==> src/rtl/usb_pkg.sv <==
// Shared definitions for the USB command link (receiver and transmitter):
// packet type codes, PID values, command head nibbles and the CRC5 byte step.
package usb_pkg;

    // Packet type codes reported on btype
    localparam logic [3:0] BAG_INIT   = 4'd0;
    localparam logic [3:0] BAG_ACK    = 4'd1;
    localparam logic [3:0] BAG_NAK    = 4'd2;
    localparam logic [3:0] BAG_STL    = 4'd3;
    localparam logic [3:0] BAG_DIDX   = 4'd5;
    localparam logic [3:0] BAG_DPARAM = 4'd6;
    localparam logic [3:0] BAG_DDIDX  = 4'd7;

    // Byte values on the wire
    localparam logic [7:0] PID_SYNC  = 8'h01;
    localparam logic [7:0] PID_ACK   = 8'h2D;
    localparam logic [7:0] PID_NAK   = 8'hA5;
    localparam logic [7:0] PID_STALL = 8'hE1;
    localparam logic [7:0] PID_CMD   = 8'h1E;

    // Upper nibble of the first command byte
    localparam logic [3:0] HEAD_DDIDX  = 4'h1;
    localparam logic [3:0] HEAD_DPARAM = 4'h5;
    localparam logic [3:0] HEAD_DIDX   = 4'h9;

    // USB CRC5 (x^5+x^2+1) over one byte, LSB first, seed 5'h1F, inverted result
    function automatic logic [7:0] crc5_byte(input logic [7:0] din);
        logic [4:0] c;
        c = 5'h1F;
        for (int i = 0; i < 8; i++) begin
            if (c[0] ^ din[i])
                c = (c >> 1) ^ 5'h14;
            else
                c = c >> 1;
        end
        return {3'b000, ~c};
    endfunction

endpackage

==> src/rtl/crc5.sv <==
// CRC5 check value of the most recent enabled byte, zero-extended to 8 bits.
// The register holds its value while enable is low.
module crc5
    import usb_pkg::*;
(
    input  logic       clk,
    input  logic       enable,
    input  logic [7:0] din,
    output logic [7:0] dout
);

    // Capture the CRC of each strobed byte
    always_ff @(posedge clk) begin
        if (enable)
            dout <= crc5_byte(din);
    end

endmodule

==> src/rtl/usb_rx.sv <==
// Byte-level USB command packet receiver: SYNC, PID, [LEN0, LEN1, CMD.., CRC].
// Handshake: fs arms, fd reports a result and is held until fs falls.
// Optional CRC check of the command bytes: define USB_RX_CRC_CHECK_EN.
// dbg_state exposes the FSM state (S_* encoding below) for observation.
module usb_rx
    import usb_pkg::*;
#(
    parameter logic [9:0] TIMEOUT = 10'd1023
)
(
    input  logic        clk,
    input  logic        rst,
    input  logic        fs,
    input  logic [7:0]  com_rxd,
    input  logic        com_rxv,
    output logic        fd,
    output logic        err,
    output logic [3:0]  btype,
    output logic [31:0] data_cmd,
    output logic [3:0]  dbg_state
);

    localparam logic [3:0] S_IDLE = 4'd0;
    localparam logic [3:0] S_WAIT = 4'd1;
    localparam logic [3:0] S_HUNT = 4'd2;
    localparam logic [3:0] S_PID  = 4'd3;
    localparam logic [3:0] S_LEN0 = 4'd4;
    localparam logic [3:0] S_LEN1 = 4'd5;
    localparam logic [3:0] S_CMD  = 4'd6;
    localparam logic [3:0] S_CRC  = 4'd7;
    localparam logic [3:0] S_DONE = 4'd8;
    localparam logic [3:0] S_ERR  = 4'd9;

    logic [3:0]  state, state_nx;
    logic [9:0]  gap;        // idle cycles since the last accepted byte
    logic [1:0]  dlen;       // command byte count (1 or 2)
    logic [1:0]  num;        // index of the next command byte
    logic [3:0]  sh_btype;   // staged packet type
    logic [31:0] sh_cmd;     // staged command word
    logic        sh_ok;      // head/length combination is legal
    logic [3:0]  pid_type;
    logic        in_packet;
    logic        timeout;
    logic        cmd_stb;
    logic        crc_good;

    assign dbg_state = state;
    assign in_packet = (state == S_PID) || (state == S_LEN0) || (state == S_LEN1) ||
                       (state == S_CMD) || (state == S_CRC);
    assign timeout   = in_packet && !com_rxv && (gap == TIMEOUT - 10'd1);
    assign cmd_stb   = (state == S_CMD) && com_rxv;

`ifdef USB_RX_CRC_CHECK_EN
    logic [7:0] crc_dout;

    crc5 u_crc5 (
        .clk    (clk),
        .enable (cmd_stb),
        .din    (com_rxd),
        .dout   (crc_dout)
    );

    assign crc_good = sh_ok && (com_rxd == crc_dout);
`else
    assign crc_good = sh_ok;
`endif

    // Map a handshake PID byte to its packet type
    always_comb begin
        pid_type = BAG_INIT;
        case (com_rxd)
            PID_ACK:   pid_type = BAG_ACK;
            PID_NAK:   pid_type = BAG_NAK;
            PID_STALL: pid_type = BAG_STL;
            default:   pid_type = BAG_INIT;
        endcase
    end

    // Next-state logic: disarm beats a byte, a byte beats the timeout
    always_comb begin
        state_nx = state;
        case (state)
            S_IDLE: state_nx = S_WAIT;
            S_WAIT: if (fs) state_nx = S_HUNT;
            S_HUNT, S_PID, S_LEN0, S_LEN1, S_CMD, S_CRC: begin
                if (!fs) begin
                    state_nx = S_WAIT;
                end else if (com_rxv) begin
                    case (state)
                        S_HUNT: if (com_rxd == PID_SYNC) state_nx = S_PID;
                        S_PID: begin
                            if (com_rxd == PID_ACK || com_rxd == PID_NAK || com_rxd == PID_STALL)
                                state_nx = S_DONE;
                            else if (com_rxd == PID_CMD)
                                state_nx = S_LEN0;
                            else
                                state_nx = S_ERR;
                        end
                        S_LEN0: state_nx = (com_rxd == 8'h00) ? S_LEN1 : S_ERR;
                        S_LEN1: state_nx = (com_rxd == 8'h01 || com_rxd == 8'h02) ? S_CMD : S_ERR;
                        S_CMD:  if (num == dlen - 2'd1) state_nx = S_CRC;
                        default: state_nx = crc_good ? S_DONE : S_ERR;
                    endcase
                end else if (timeout) begin
                    state_nx = S_ERR;
                end
            end
            S_DONE, S_ERR: if (!fs) state_nx = S_WAIT;
            default: state_nx = S_IDLE;
        endcase
    end

    // State register, byte-gap counter and length/index counters
    always_ff @(posedge clk or posedge rst) begin
        if (rst) begin
            state <= S_IDLE;
            gap   <= '0;
            dlen  <= '0;
            num   <= '0;
        end else begin
            state <= state_nx;
            if (com_rxv || !in_packet)
                gap <= '0;
            else
                gap <= gap + 10'd1;
            if (state == S_HUNT)
                num <= '0;
            if (state == S_LEN1 && com_rxv)
                dlen <= com_rxd[1:0];
            if (cmd_stb)
                num <= num + 2'd1;
        end
    end

    // Shadow decode of command bytes and registered outputs
    always_ff @(posedge clk or posedge rst) begin
        if (rst) begin
            fd       <= 1'b0;
            err      <= 1'b0;
            btype    <= '0;
            data_cmd <= '0;
            sh_btype <= '0;
            sh_cmd   <= '0;
            sh_ok    <= 1'b0;
        end else begin
            fd  <= (state_nx == S_DONE) || (state_nx == S_ERR);
            err <= (state_nx == S_ERR);
            if (state == S_HUNT) begin
                sh_btype <= BAG_INIT;
                sh_cmd   <= '0;
                sh_ok    <= 1'b0;
            end
            if (cmd_stb) begin
                if (num == 2'd0) begin
                    sh_ok <= 1'b0;
                    if (com_rxd[7:4] == HEAD_DIDX && dlen == 2'd1) begin
                        sh_btype       <= BAG_DIDX;
                        sh_cmd[31:28]  <= com_rxd[3:0];
                        sh_ok          <= 1'b1;
                    end else if (com_rxd[7:4] == HEAD_DDIDX && dlen == 2'd1) begin
                        sh_btype       <= BAG_DDIDX;
                        sh_cmd[27:24]  <= com_rxd[3:0];
                        sh_ok          <= 1'b1;
                    end else if (com_rxd[7:4] == HEAD_DPARAM && dlen == 2'd2) begin
                        sh_btype       <= BAG_DPARAM;
                        sh_cmd[23:20]  <= com_rxd[3:0];
                        sh_ok          <= 1'b1;
                    end
                end else begin
                    // filt_up in [19:16], filt_low in [15:12]
                    sh_cmd[19:12] <= com_rxd;
                end
            end
            if (state_nx == S_DONE && state == S_PID) begin
                btype    <= pid_type;
                data_cmd <= '0;
            end else if (state_nx == S_DONE && state == S_CRC) begin
                btype    <= sh_btype;
                data_cmd <= sh_cmd;
            end
        end
    end

endmodule

==> config.mk <==
export PLATFORM = sky130hd
export DESIGN_NAME = usb_rx
export DESIGN_NICKNAME = d
export VERILOG_FILES = /design/src/rtl/usb_pkg.sv /design/src/rtl/crc5.sv /design/src/rtl/usb_rx.sv
export SDC_FILE = /design/constraint.sdc
export NUM_CORES = 1
export LEC_CHECK = 0
export ABC_AREA = 1
export ABC_CLOCK_PERIOD_IN_PS = 2500
export BUFFER_PORTS_ARGS = -buffer_cell sky130_fd_sc_hd__buf_2
export CAP_MARGIN = 10
export CORE_MARGIN = 4
export CORE_UTILIZATION = 53
export CTS_CLUSTER_SIZE = 20
export DETAILED_ROUTE_END_ITERATION = 6
export GPL_TIMING_DRIVEN = 0
export PLACE_DENSITY = 0.74
export SKIP_LAST_GASP = 1
export SYNTH_ARGS = -nofsm -noshare
export SYNTH_HDL_FRONTEND = slang
export SYNTH_SLANG_ARGS = --single-unit
export TNS_END_PERCENT = 5
==> constraint.sdc <==
create_clock -name clk -period 2.5 [get_ports clk]
set_clock_uncertainty 0.1 [all_clocks]
set_input_delay 0.375 -clock clk [delete_from_list [all_inputs] [get_ports clk]]
set_output_delay 0.375 -clock clk [all_outputs]
set_load 0.02 [all_outputs]
==> results of run 1 <==
-- how the worst min path moves through the flow --
stage,startpoint,endpoint,cells past startpoint
final,rst,data_cmd[15]$_DFFE_PP0P_,2
after global routing,com_rxd[7],sh_btype[1]$_DFF_PP0_,2
after CTS,rst,data_cmd[15]$_DFFE_PP0P_,2
after detailed placement,btype[3]$_DFFE_PP0P_,btype[3]$_DFFE_PP0P_,2
after global placement,data_cmd[30]$_DFFE_PP0P_,data_cmd[30]$_DFFE_PP0P_,2
after floorplan,sh_btype[2]$_DFF_PP0_,sh_btype[2]$_DFF_PP0_,2
-- logic make-up (layout without fill, tap and decap cells) --
kind of cell,Yosys count,in the layout,share of synthesized area (%)
flops,69,69,48.1
simple gates,241,241,31.3
compound gates,48,48,7.42
other cells,1,12,0.104
fa+ha+maj,5,5,1.74
xor+xnor,2,2,0.488
buf+inv,85,142,10.9
-- critical path: stages, from the launching register on --
cell	delay [ns]
dfrtp_1	0.40
buf_2	0.25
nor2_1	0.08
nor2_1	0.18
nand2_1	0.11
nor2_1	0.11
nand2_1	0.06
nor2_1	0.08
nand3_1	0.08
nand2_1	0.06
nand2_1	0.08
nand2_4	0.13
buf_2	0.23
nand4_1	0.13
nand2_1	0.10
-- area by class of cell --
| class | instances | area (µm²) | area share, % |
|---|---|---|---|
| Sequential cell | 69 | 1730 | 41.3 |
| Multi-Input combinational cell | 308 | 1520 | 36.3 |
| Inverter | 59 | 224 | 5.35 |
| Timing Repair Buffer | 41 | 205 | 4.90 |
| Buffer | 26 | 169 | 4.04 |
| Clock buffer | 9 | 124 | 2.96 |
| Clock inverter | 7 | 121 | 2.90 |
| Tap cell | 77 | 96.3 | 2.30 |
-- cell usage after synthesis --
cell type | count | area (µm²)
nand4_1 | 26 | 163
buf_6 | 2 | 22.5
xnor2_1 | 1 | 8.76
nand2_1 | 118 | 443
a21oi_2 | 1 | 8.76
nor2_2 | 1 | 6.26
xor2_1 | 1 | 8.76
nor3_4 | 1 | 16.3
nand3_1 | 35 | 175
nor2_8 | 1 | 20.0
o211ai_1 | 2 | 15.0
inv_2 | 5 | 18.8
nor2_1 | 38 | 143
nand2_4 | 2 | 22.5
nor3b_1 | 1 | 7.51
a31oi_1 | 2 | 12.5
clkbuf_1 | 5 | 18.8
and3_1 | 1 | 6.26
nor2_4 | 2 | 22.5
a31o_2 | 1 | 8.76
buf_2 | 3 | 15.0
inv_1 | 54 | 203
nand3b_1 | 1 | 7.51
nand3_4 | 1 | 17.5
nand3_2 | 1 | 10.0
o221a_2 | 1 | 11.3
nor3_1 | 7 | 35.0
buf_1 | 2 | 7.51
a21oi_1 | 11 | 55.1
o22ai_1 | 1 | 6.26
buf_4 | 14 | 105
o2111ai_1 | 1 | 8.76
nand2_2 | 3 | 18.8
o21ai_0 | 28 | 140
ha_1 | 5 | 62.6
nor4_1 | 2 | 12.5
conb_1 | 1 | 3.75
dfrtp_1 | 69 | 1730
-- layer usage --
metal  track usage [%]  vias up
met5                 0        -
met1              26.4     1394
met3              4.83       11
li1                  -     1570
met2              31.6       73
met4              6.51        0
-- power groups by stage --
stage          combinational, µW  clock (µW)  sequential (µW)
2_1_floorplan                538           0             1290
3_3_place_gp                 736           0             1270
3_5_place_dp                 751           0             1270
4_1_cts                      755        1130             1250
5_1_grt                      853        1190             1260
6_report                     752        1110             1250
-- flip-flops by register name, indices dropped and copies added (netlist names) --
name and cells:
num 2, fd 1, dbg_state 4, btype 4, dlen 2, err 1, sh_btype 4, gap 10
data_cmd 20, crc_good 1, sh_cmd 20
-- metrics by stage --
stage | area, µm² | setup WS, ns | util [%]
floorplan | 3630 | 0.285 | -
global placement | 3940 | -0.501 | 60.9
detailed placement | 3940 | 0.268 | 61.0
CTS | 4180 | 0.247 | 64.8
global route | 4180 | 0.00169 | 64.8
finish | 4180 | 0.260 | 64.8
-- cell usage in the layout (no fill, tap or decap), types with 2 or more instances in the layout --
master / netlist / final
inv_6: 0 / 2
nand4_1: 26 / 26
conb_1: 1 / 12
buf_2: 3 / 44
o211ai_1: 2 / 2
a21oi_1: 11 / 11
inv_1: 54 / 53
nand2_1: 118 / 118
o21ai_0: 28 / 28
clkbuf_8: 0 / 9
clkbuf_1: 5 / 5
nor2_4: 2 / 2
buf_6: 2 / 2
a31oi_1: 2 / 2
ha_1: 5 / 5
bufinv_16: 0 / 3
nor2_1: 38 / 38
nand2_4: 2 / 2
nand2_2: 3 / 3
buf_4: 14 / 14
dfrtp_1: 69 / 69
nor4_1: 2 / 2
buf_1: 2 / 2
nand3_1: 35 / 35
nor3_1: 7 / 7
inv_2: 5 / 5
==> out/results.ini, run 1 <==
[outcome]
status = finished, final reports clean

[detailed_routing]
drc = 0
drt_iter0_drc = 152
dr_wl_met2_um = 3430
antenna_left = 0
wl_met3_um = 412
drt_pass1_iterations = 4
via_per_inst = 5.11
drt_wl_total_um = 7550
m1WireLength_um = 3600
vias = 3048
drt-wirelength-per-cell_um = 12.7
routed.top_layer = met4

[timing]
finalHoldViolCount = 0
fmax_mhz = 446
post-route-period-util_pct = 89.6
worst_pin_slew_ns = 0.836
period_minus_slack_ns = 2.24
hold_ws_ns = 0.106
rsz0062_at_grt = false
relSlewSlack_pct = 44.3
final_max_slew_viol_count = 0
setup_viol = 0
finalSetupTns_ns = 0

[final_layout]
fin_nets = 531
antenna_cells = 0
syn2layout_area_growth_pct = 16.4
fillers = 567
final-instance-count-excl-fill = 596
drive_gt1_share_pct = 18.7

[floorplan]
dieHeight_um = 90.3
start_util_pct = 55.6
dieArea_um2 = 8160
core_area_um2 = 6460
row_count = 29
die_width_um = 90.3
io_pins = 54

[power_and_ir_drop]
static-leakage-power_uw = 0.00236
power_frac_clock_pct = 35.6
switchingPower_uw = 1040
ir_drop_mv = 0.336
p_int_uw = 2070
comb_power_share_pct = 24.2
finalPower_uw = 3110
power.density_nw_per_um2 = 743
seq_power_share_pct = 40.2
swShare_pct = 33.6

[min_path]
hold_path.class = input pin to async pin

[critical_path]
crit_type = flip-flop to flip-flop
crit_path_max_fanout = 10
cp.required_ns = 2.68
startpoint_type = flip-flop
crit_end = data_cmd[12]$_DFFE_PP0P_
cp-end-kind = flip-flop
cp.arrival_ns = 2.42
r2r-end = data_cmd[12]$_DFFE_PP0P_
critPathLaunch = dbg_state[2]$_DFF_PP0_
rr_worst_depth = 14
rr_startpoint = dbg_state[2]$_DFF_PP0_
reg2reg_slack_ns = 0.26

[cts]
cts_setup_buffers = 0
clockBufferDepth = 2
clk_pin_slew_ns = 0.08
ctsHoldBuffers = 0
clock_sinks = 69
clockRootBuffer = clkbuf_8
numCtsBuffers = 9
cts_tree = built
post_cts_resized = 0
clock_latency_ns = 0.34
h-tree-depth = 3

[logic_synthesis]
ys_warn_count = 0
ys_ff_latch = 69
avgSynthCellArea_um2 = 7.97
ys_seq_area_share_pct = 48.1
syn-instance-count = 451
yosysUniqueCellTypes = 38
netlist_area_um2 = 3590

[place]
port_buffers = 41
dp.cells = 580
dp_hpwl_um = 5610
place_congestion = 0.932

[global_route]
grt_max_degree = 70
grt_use_total_pct = 19.8
grt_pass1_vias = 3005
overflow = 0
antenna_found_initial = 0
grt_pass1_wl_um = 13400

[flow_run]
cap_violations = 0

(Power assumes the default switching activity.)
==> run 2, diff against run 1 <==
CORE_MARGIN = 2   (was 4)
PLACE_DENSITY = unset   (was 0.74)
PLACE_DENSITY_LB_ADDON = 0.15   (was unset)
==> out/results.ini, run 2 (synthesis results as in run 1) <==
[outcome]
status = finished, final reports clean

[critical_path]
startpoint_type = flip-flop
cp-end-kind = flip-flop
crit_chain = nand2_2 > nor2_8 > nor2_2 > nor2_4 > nand3_2 > a21oi_2 > nand2_2 > nand2_4 > nand3_4 > buf_6 > nand2_1 > nand2_1
rr_worst_depth = 12
rr_startpoint = dbg_state[1]$_DFF_PP0_
cp.required_ns = 2.63
max_stage_delay_ns = 0.50
cp_slowest_cell = dfrtp_1
reg2reg_slack_ns = 0.23
cp.arrival_ns = 2.41
crit_path_max_fanout = 10
r2r-end = btype[3]$_DFFE_PP0P_
crit_type = flip-flop to flip-flop

[detailed_routing]
vias = 3104
drc = 0
drt-wirelength-per-cell_um = 12.9
drt_iter0_drc = 197
antenna_left = 0
drt_pass1_iterations = 5
drt_wl_total_um = 7710
via_per_inst = 5.18

[cts]
post_cts_resized = 0
clk_pin_slew_ns = 0.08
clock_latency_ns = 0.35
h-tree-depth = 3
cts_tree = built
numCtsBuffers = 9
ctsHoldBuffers = 0
clockBufferDepth = 2
clockRootBuffer = clkbuf_8
clock_sinks = 69
cts_setup_buffers = 0

[floorplan]
row_count = 30
die_width_um = 86.3
dieArea_um2 = 7450
dieHeight_um = 86.3
start_util_pct = 53.8
io_pins = 54
core_area_um2 = 6680

[global_route]
grt_pass1_wl_um = 13200
overflow = 0
antenna_found_initial = 0
grt_max_degree = 70
grt_use_total_pct = 22.5
grt_pass1_vias = 2812

[final_layout]
drive_gt1_share_pct = 18.9
syn2layout_area_growth_pct = 16.2
fin_nets = 531
regArea_um2 = 1730
fin_area_um2 = 4180
mostFrequentLayoutCell = nand2_1
multiInputGateArea_um2 = 1520
antenna_cells = 0
fillers = 620
top_regs = data_cmd (20), sh_cmd (20), gap (10)
layout_common_cells = 118 x nand2_1, 68 x dfrtp_1, 53 x inv_1, 44 x buf_2, 38 x nor2_1

[power_and_ir_drop]
finalPower_uw = 3060
static-leakage-power_uw = 0.00235
power.density_nw_per_um2 = 734
ir_drop_mv = 0.360

[timing]
post-route-period-util_pct = 91.0
fmax_mhz = 440
finalHoldViolCount = 0
timing.final.ws_setup_ns = 0.226
rsz0062_at_grt = false
setup_viol = 0
period_minus_slack_ns = 2.27
relSlewSlack_pct = 45.1
worst_pin_slew_ns = 0.824
final_max_slew_viol_count = 0

[flow_run]
cap_violations = 0

[place]
dpl_cell_area_um2 = 3940
place_ws_ns = 0.279
dp_hpwl_um = 5610
place_congestion = 0.931
port_buffers = 41

[min_path]
hold_path.class = input pin to async pin

==> run 2: cell type report <==
cell class | instances | area share [%]
timing repair buffer | 41 | 4.91
clock inverter | 5 | 1.95
multi-input combinational | 308 | 36.3
inverter | 59 | 5.36
clock buffer | 11 | 3.62
sequential | 69 | 41.4
tap | 80 | 2.40
buffer | 26 | 4.04
==> run 2: worst max-delay path by stage <==
| stage | startpoint | endpoint | depth (start not counted) |
|---|---|---|---|
| final | dbg_state[1]$_DFF_PP0_ | btype[3]$_DFFE_PP0P_ | 12 |
| after global routing | dbg_state[3]$_DFF_PP0_ | sh_cmd[24]$_DFF_PP0_ | 12 |
| after CTS | dbg_state[1]$_DFF_PP0_ | btype[3]$_DFFE_PP0P_ | 12 |
| after detailed placement | dbg_state[1]$_DFF_PP0_ | data_cmd[16]$_DFFE_PP0P_ | 12 |
| after global placement | rst | num[1]$_DFFE_PP0P_ | 2 |
| after floorplan | rst | btype[0]$_DFFE_PP0P_ | 1 |
==> run 2: power breakdown <==
group	internal, µW	switching, µW
sequential	1180	77.4
combinational	220	535
clock	618	436
==> run 2: critical path, delay by kind of cell, from the launching register on <==
family	cells	cell delay, ns
DFF	1	0.50
buffers and inverters	1	0.16
and+or+nand+nor	10	1.22
AOI/OAI and AO/OA	1	0.16
==> run 2: metrics by stage <==
| stage | setup TNS [ns] | cells | utilization, % | hold WS, ns |
|---|---|---|---|---|
| 2_1_floorplan | 0 | 462 | - | 0.350 |
| 3_3_place_gp | -35.56 | 583 | 59.0 | 0.350 |
| 3_5_place_dp | 0 | 583 | 59.0 | 0.354 |
| 4_1_cts | 0 | 599 | 62.5 | 0.125 |
| 5_1_grt | 0 | 599 | 62.5 | 0.173 |
| 6_report | 0 | 599 | 62.5 | 0.0952 |
==> run 2: per-layer routing <==
metal | part of all wire, % | routed length [µm] | track usage [%] | vias to the layer above
li1 | - | - | - | 1568
met5 | 0 | 0 | 0 | -
met3 | 5.8 | 449 | 4.67 | 8
met4 | 1.3 | 99 | 8.81 | 0
met1 | 48 | 3720 | 32.4 | 1428
met2 | 45 | 3440 | 33.6 | 100
==> run 3, diff against run 2 <==
ABC_CLOCK_PERIOD_IN_PS = 2200   (was 2500)
clock period = 2.2 ns   (was 2.5 ns; I/O delays follow)
==> out/results.ini, run 3 (synthesis results as in run 1) <==
[floorplan]
core_area_um2 = 6680
start_util_pct = 53.8
io_pins = 54
dieArea_um2 = 7450
row_count = 30
die_width_um = 86.3
dieHeight_um = 86.3

[final_layout]
final-instance-count-excl-fill = 618
multiInputGateArea_um2 = 1550
layout_common_cells = 115 x nand2_1, 65 x dfrtp_1, 53 x inv_1, 42 x buf_2
fillers = 595
drive_gt1_share_pct = 23.4
syn2layout_area_growth_pct = 21.4
post-route-util_pct = 65.3
top_regs = data_cmd (20), sh_cmd (20), gap (10)
mostFrequentLayoutCell = nand2_1
fin_nets = 550
antenna_cells = 0
regArea_um2 = 1730

[detailed_routing]
drc = 0
vias = 3196
antenna_left = 0
via_per_inst = 5.17
drt-wirelength-per-cell_um = 12.9
drt_pass1_iterations = 4
drt_iter0_drc = 216
drt_wl_total_um = 7960

[critical_path]
crit_buf_inv = 3
cp.required_ns = 2.34
startpoint_type = flip-flop
max_stage_delay_ns = 0.50
cp-end-kind = flip-flop
critPathTopFamily = simple AND/OR/NAND/NOR gates
crit_type = flip-flop to flip-flop
cp.arrival_ns = 2.21
crit_chain = inv_2 > nand2_4 > inv_2 > nor2_2 > nor2_4 > nand3_4 > a21oi_2 > nand2_2 > nand2_4 > nand3_4 > buf_4 > nand2_1 > nand2_1
crit_path_max_fanout = 7
cp_slowest_cell = dfrtp_2

[cts]
clock_sinks = 69
numCtsBuffers = 9
clk_pin_slew_ns = 0.08
h-tree-depth = 3
ctsHoldBuffers = 0
clockRootBuffer = clkbuf_8
clockBufferDepth = 2
clock_latency_ns = 0.34
cts_tree = built

[timing]
worst_pin_slew_ns = 0.817
finalHoldViolCount = 0
relSlewSlack_pct = 45.5
setup_viol = 0
period_minus_slack_ns = 2.08
post-route-period-util_pct = 94.5
fmax_mhz = 481
final_max_slew_viol_count = 0

[place]
dp.cells = 583
dp_hpwl_um = 5610
place_congestion = 0.931
port_buffers = 41

[power_and_ir_drop]
power.density_nw_per_um2 = 825
ir_drop_mv = 0.405
static-leakage-power_uw = 0.00245
finalPower_uw = 3600

[global_route]
grt_use_total_pct = 22.5
overflow = 0
grt_pass1_vias = 2812
grt_pass1_wl_um = 13200
antenna_found_initial = 0
grt_max_degree = 70

[min_path]
hold_path.class = input pin to async pin

[outcome]
status = finished, final reports clean

[flow_run]
cap_violations = 0

[run 3: cell types whose count changed in the layout (fill, tap and decap cells not counted), sizes merged]
cell	change
clkbuf	+1
buf	+18
[run 3: path summary, 6_finish.rpt]
kind                                     startpoint                  endpoint  slack [ns]  depth (start not counted)
max in group asynchronous                       rst    dbg_state[2]$_DFF_PP0_        1.38                          2
min in group clk                         com_rxd[7]     sh_btype[1]$_DFF_PP0_        0.13                          2
hold reg to reg            data_cmd[14]$_DFFE_PP0P_  data_cmd[14]$_DFFE_PP0P_        0.37                          2
hold / removal                                  rst  data_cmd[12]$_DFFE_PP0P_        0.06                          2
setup reg to reg             dbg_state[3]$_DFF_PP0_  data_cmd[29]$_DFFE_PP0P_        0.12                         13
setup / recovery             dbg_state[3]$_DFF_PP0_  data_cmd[29]$_DFFE_PP0P_        0.12                         13
[run 3: area by class of cell]
type	count	area share, %
inverters	59	5.13
well taps	80	2.29
repair buffers	60	7.97
multi-input cells	308	35.5
clock buffers	11	3.47
flip-flops and latches	69	39.7
plain buffers	26	4.07
clock inverters	5	1.86
[run 3: worst register-to-register path, cell delays in order, from the launching register on]
cell and delay [ns]:
dfrtp_2 0.50, inv_2 0.12, nand2_4 0.06, inv_2 0.08, nor2_2 0.06, nor2_4 0.15, nand3_4 0.11, a21oi_2 0.16
nand2_2 0.09, nand2_4 0.12, nand3_4 0.13, buf_4 0.18, nand2_1 0.06, nand2_1 0.04
[run 3: where the power goes]
group | internal, µW | switching, µW
Sequential | 1340 | 91.9
Clock | 702 | 488
Combinational | 337 | 639
Total | 2380 | 1220
[run 3: layer usage]
layer	up-vias	wire [µm]	global-route usage [%]
met3	14	428	4.67
met4	0	137	8.81
li1	1605	-	-
met2	86	3650	33.6
met5	-	0	0
met1	1491	3750	32.4
[run 3: metrics by stage]
stage                     hold slack, ns  setup TNS, ns  cell area [µm²]  worst slack (ns)
after global routing               0.123         -0.188             4360           -0.0278
after CTS                         0.0797       -0.00284             4180          -0.00284
final                             0.0571              0             4360             0.121
after floorplan                    0.316              0             3630            0.0301
after detailed placement           0.354         -0.233             3940           -0.0211
after global placement             0.350         -53.16             3940            -0.773
[run 3: timing repair]
action	4_1_cts	5_1_grt
setup endpoints to repair	24	37
pin swaps	0	9
setup buffers	0	18
gates resized for setup	3	15
gates cloned	0	1
